[config.mk]
export PLATFORM = sky130hd
export DESIGN_NAME = display_scan_driver
export DESIGN_NICKNAME = d
export VERILOG_FILES = /design/src/rtl/display_scan_driver.sv
export SDC_FILE = /design/constraint.sdc
export NUM_CORES = 1
export LEC_CHECK = 0
export CORE_MARGIN = 4
export CORE_UTILIZATION = 59
export DETAILED_ROUTE_END_ITERATION = 6
export GPL_TIMING_DRIVEN = 1
export PLACE_DENSITY = 0.85
export RECOVER_POWER = 100
export SLEW_MARGIN = 20
export SYNTH_ARGS = -nofsm -noshare
export SYNTH_HDL_FRONTEND = slang
export SYNTH_SLANG_ARGS = --single-unit
[constraint.sdc]
create_clock -name clk -period 3.9 [get_ports clk]
set_clock_uncertainty 0.2 [all_clocks]
set_input_delay 0.78 -clock clk [delete_from_list [all_inputs] [get_ports clk]]
set_output_delay 0.78 -clock clk [all_outputs]
set_load 0.01 [all_outputs]
[src/rtl/display_scan_driver.sv]
// Binary-to-BCD converter (sequential double-dabble) feeding a 4-digit
// time-multiplexed scan bus with optional leading-zero blanking.
module display_scan_driver #(
    parameter int REFRESH_DIV = 27000
) (
    input  logic        clk,
    input  logic        rst_n,
    input  logic [13:0] bin_in,
    input  logic        load,
    input  logic        blank_lz,
    output logic        busy,
    output logic        ovf,
    output logic [15:0] bcd_out,
    output logic [3:0]  digit_data,
    output logic [3:0]  anodes
);

    localparam int PW = (REFRESH_DIV > 1) ? $clog2(REFRESH_DIV) : 1;
    localparam logic [PW-1:0] PRESC_TC = PW'(REFRESH_DIV - 1);

    typedef enum logic [1:0] {IDLE, CONVERT, COMMIT} state_t;

    state_t      state, state_nx;
    logic [13:0] binreg;
    logic [15:0] scratch;
    logic [15:0] scratch_adj;
    logic [3:0]  shcnt;
    logic        ovf_pending;
    logic [13:0] clamped;
    logic [PW-1:0] presc;
    logic [1:0]  idx;
    logic        upper_zero;

    assign clamped = (bin_in > 14'd9999) ? 14'd9999 : bin_in;
    assign busy    = (state != IDLE);

    // NOTE: sequential state uses non-blocking (<=) so every flop samples pre-edge values.
    always_ff @(posedge clk or negedge rst_n) begin
        if (!rst_n) state <= IDLE;
        else        state <= state_nx;
    end

    // NOTE: default assignment first so no path through the block leaves a variable unassigned (no latch).
    always_comb begin
        state_nx = state;
        case (state)
            IDLE:    if (load) state_nx = CONVERT;
            CONVERT: if (shcnt == 4'd1) state_nx = COMMIT;
            COMMIT:  state_nx = IDLE;
            default: state_nx = IDLE;
        endcase
    end

    always_comb begin
        scratch_adj = scratch;
        for (int i = 0; i < 4; i++) begin
            if (scratch[i*4 +: 4] >= 4'd5)
                scratch_adj[i*4 +: 4] = scratch[i*4 +: 4] + 4'd3;
        end
    end

    always_ff @(posedge clk or negedge rst_n) begin
        if (!rst_n) begin
            binreg      <= '0;
            scratch     <= '0;
            shcnt       <= '0;
            ovf_pending <= 1'b0;
            bcd_out     <= '0;
            ovf         <= 1'b0;
        end else begin
            case (state)
                IDLE: if (load) begin
                    binreg      <= clamped;
                    scratch     <= '0;
                    shcnt       <= 4'd14;
                    ovf_pending <= (bin_in > 14'd9999);
                end
                CONVERT: begin
                    {scratch, binreg} <= {scratch_adj, binreg} << 1;
                    shcnt             <= shcnt - 4'd1;
                end
                COMMIT: begin
                    bcd_out <= scratch;
                    ovf     <= ovf_pending;
                end
                default: ;
            endcase
        end
    end

    // Free-running refresh prescaler; slot index advances on its terminal count.
    always_ff @(posedge clk or negedge rst_n) begin
        if (!rst_n) begin
            presc <= '0;
            idx   <= '0;
        end else if (presc == PRESC_TC) begin
            presc <= '0;
            idx   <= idx + 2'd1;
        end else begin
            presc <= presc + 1'b1;
        end
    end

    // A slot is blank when it and every more-significant digit are zero; units never blanks.
    always_comb begin
        upper_zero = 1'b0;
        case (idx)
            2'd1:    upper_zero = (bcd_out[15:4]  == 12'd0);
            2'd2:    upper_zero = (bcd_out[15:8]  == 8'd0);
            2'd3:    upper_zero = (bcd_out[15:12] == 4'd0);
            default: upper_zero = 1'b0;
        endcase
        if (blank_lz && upper_zero) begin
            anodes     = 4'b1111;
            digit_data = 4'hF;
        end else begin
            anodes     = ~(4'b0001 << idx);
            digit_data = bcd_out[{idx, 2'b00} +: 4];
        end
    end

endmodule

==> impl_metrics.csv <==
group,metric,value,unit
routing,wl,7430,um
routing,num_vias,2656,
clock_network,postCtsHoldBufs,0,
cells_and_area,multi_input_area,1650,um2
setup_path,r2r-start,"presc[0]",
routing,firstDrtPassIters,4,
setup_path,regToRegEndpoint,"presc[13]",
setup_path,rr_worst_depth,5,
yosys,synthesis.nets,371,
placement,numPortBuffers,43,
run,maxCapViolCount,2,
routing,wl_per_cell,16.2,um
routing,drtIter0Drc,153,
yosys,yosys_warnings,0,
clock_network,clock_sink_count,71,
power,pwr-share-seq,40.7,%
cells_and_area,fin_util,71.8,%
global_routing,grt_pass1_wl,13100,um
timing,final.setup.tns,0,ns
floorplanning,num_rows,28,
timing,fin_crit,3.58,ns
timing,max_slew.worst_pin.slew,2.02,ns
cells_and_area,drive_gt1_share,10.4,%
setup_path,cp.arrival,2.60,ns
routing,via_per_inst,5.79,
min_path,hp-class,"flop to flop",
cells_and_area,final_cell_mix,"dfrtp_1 (71), nand2_1 (38), o21ai_0 (24)",
clock_network,cts_buffers,9,
timing,hold_violations,0,
clock_network,cts-resized-gates,0,
timing,clock.fmax,279,MHz
floorplanning,dieHeight,86.1,um
min_path,worstHoldStart,"binreg[10]",
cells_and_area,seq_area,1780,um2
clock_network,cts_tree,"done",
setup_path,critPathMaxFanout,7,
clock_network,cts.clk_slew.worst_paths,0.07,ns
global_routing,grt.total_usage,22.6,%
floorplanning,die_x,86.1,um
cells_and_area,final_common_cell,"dfrtp_1",
setup_path,worstSetupPathType,"flop to output pin",
outcome,violations,"max-capacitance violations, max-slew violations",
yosys,ys.flop_type,"dfrtp_1",
min_path,whs_path_depth,2,
routing,drc,0,
power,switching_share,35.0,%
power,vdd_drop_max,0.419,mV
yosys,synth_edf_count,0,
yosys,syn_area,3600,um2
routing,postRouteAntennaNets,0,
floorplanning,fp.dieArea,7420,um2
clock_network,insertion_delay,0.35,ns
setup_path,cp-end-kind,"output pin",
floorplanning,pin_count,44,
cells_and_area,final.fill_count,460,
setup_path,critPathLaunchType,"flop",
clock_network,clockBufferDepth,2,
yosys,yosysSeqAreaShare,49.3,%
min_path,hold-path-endpoint,"binreg[11]",
global_routing,first_global_vias,2777,
power,power.internal,1.89,mW
cells_and_area,antenna_cells,0,
power,power_switching,1.02,mW
global_routing,antenna_found_initial,0,
yosys,avgSynthCellArea,10.7,um2
placement,dp_hpwl,5100,um
timing,slew-limit-headroom,-35.8,%
clock_network,h-tree-depth,3,
power,leakage,1.95,nW
cells_and_area,area_growth,18.0,%
outcome,outcome,"complete, but fails checks",
global_routing,gr-total-overflow,0,
yosys,async_flop_share,100,%
power,comb_power_share,37.0,%
timing,slew_viol_final,86,
timing,setup_violations,0,
clock_network,cts_root_buf,"clkbuf_8",
timing,rsz0062_at_grt,"no",
global_routing,grt_max_degree,72,
setup_path,r2r_slack,0.93,ns
yosys,yosysUniqueCellTypes,48,
yosys,syn_inst,337,
power,clkPwrFrac,22.3,%
clock_network,cts_setup_buffers,0,
floorplanning,start_util,60.8,%
timing,fin_crit_sh,91.8,%
power,powerDensity,684,nW/um2
cells_and_area,nets,413,
yosys,ys_seq_elements,71,
floorplanning,coreArea,5920,um2
setup_path,required,2.92,ns
placement,gp_congestion,0.876,
[critical path, cell delays in order, from the launching register on]
cell	delay (ns)
dfrtp_1	0.53
inv_1	0.17
ha_1	0.23
nor2b_1	0.16
nand2_1	0.11
o31ai_2	0.37
nand2b_1	0.15
clkdlybuf4s50_1	0.53
[per-layer routing]
metal | track usage (%) | up-vias | part of all wire (%) | wire (um)
li1 | - | 1281 | - | -
met5 | 0 | - | 0 | 0
met3 | 6.34 | 18 | 5.1 | 378
met1 | 28.5 | 1292 | 45 | 3320
met2 | 35.5 | 65 | 47 | 3530
met4 | 11.7 | 0 | 2.7 | 203
[sequential cells by signal, summed over array words and instances, names as in the netlist]
name	cells
idx	2
scratch	16
binreg	14
ovf	1
state	2
presc	15
shcnt	4
ovf_pending	1
bcd_out	16
[metrics by stage]
stage | cells | worst slack (ns) | power [mW] | hold WS (ns) | instance area, um2
floorplan | 337 | 1.24 | 1.90 | 0.239 | 3600
global placement | 443 | 0.452 | 2.24 | 0.254 | 4060
detailed placement | 443 | 0.378 | 2.30 | 0.262 | 4060
CTS | 459 | 0.316 | 2.97 | 0.279 | 4290
global route | 459 | 0.0649 | 3.13 | 0.311 | 4250
finish | 459 | 0.319 | 2.91 | 0.272 | 4250
[worst max path at each step]
stage | from | endpoint | cells past startpoint
floorplan | idx[0] | anodes[1] | 7
global placement | blank_lz | digit_data[3] | 6
detailed placement | blank_lz | anodes[1] | 6
CTS | idx[0] | anodes[1] | 7
global route | idx[0] | anodes[1] | 7
finish | idx[0] | anodes[1] | 7
[synthesized netlist by cell type (2+ instances only)]
cell type	n	area (um2)
dfrtp_1	71	1780
nand2_1	37	139
nand3_1	23	115
o21ai_0	22	110
ha_1	16	200
inv_1	16	60.1
mux2_2	12	135
nor2_1	12	45.0
xnor2_1	12	105
a22oi_1	9	67.6
buf_2	9	45.0
nand2b_1	8	50.1
o31ai_1	8	60.1
xor2_1	8	70.1
a21oi_1	6	30.0
a21o_1	4	30.0
a22o_1	4	35.0
a32o_1	4	40.0
clkbuf_1	4	15.0
mux4_2	4	90.1
nand4_1	4	25.0
nor3_1	4	20.0
nor4_1	4	25.0
or2_1	4	25.0
nor2b_1	3	18.8
a211oi_1	2	15.0
a31oi_1	2	12.5
buf_6	2	22.5
nand4bb_1	2	22.5
o21ai_1	2	10.0
or2_2	2	12.5
[power by group through the flow]
| stage | registers [mW] | logic (mW) | clock network [mW] |
|---|---|---|---|
| after floorplan | 1.17 | 0.732 | 0 |
| after global placement | 1.18 | 1.06 | 0 |
| after detailed placement | 1.20 | 1.10 | 0 |
| after CTS | 1.19 | 1.12 | 0.661 |
| after global routing | 1.22 | 1.20 | 0.701 |
| final | 1.18 | 1.07 | 0.649 |
[kinds of logic after synthesis]
logic type,Yosys count,synth area share [%]
muxes,17,6.53
adders and majority gates,16,5.56
DFF,71,49.3
and+or+nand+nor,114,16.7
AOI/OAI and AO/OA,68,13.0
xor gates and xnor gates,20,4.86
buffers and inverters,31,3.96
[area by class of cell]
| class | count | area share (%) |
|---|---|---|
| timing repair buffer | 46 | 10.4 |
| clock inverter | 2 | 0.824 |
| tap | 75 | 2.21 |
| multi-input combinational | 235 | 38.8 |
| inverter | 16 | 1.41 |
| clock buffer | 14 | 4.53 |
| sequential | 71 | 41.8 |
Note: power is estimated with default switching activity, not from simulation.
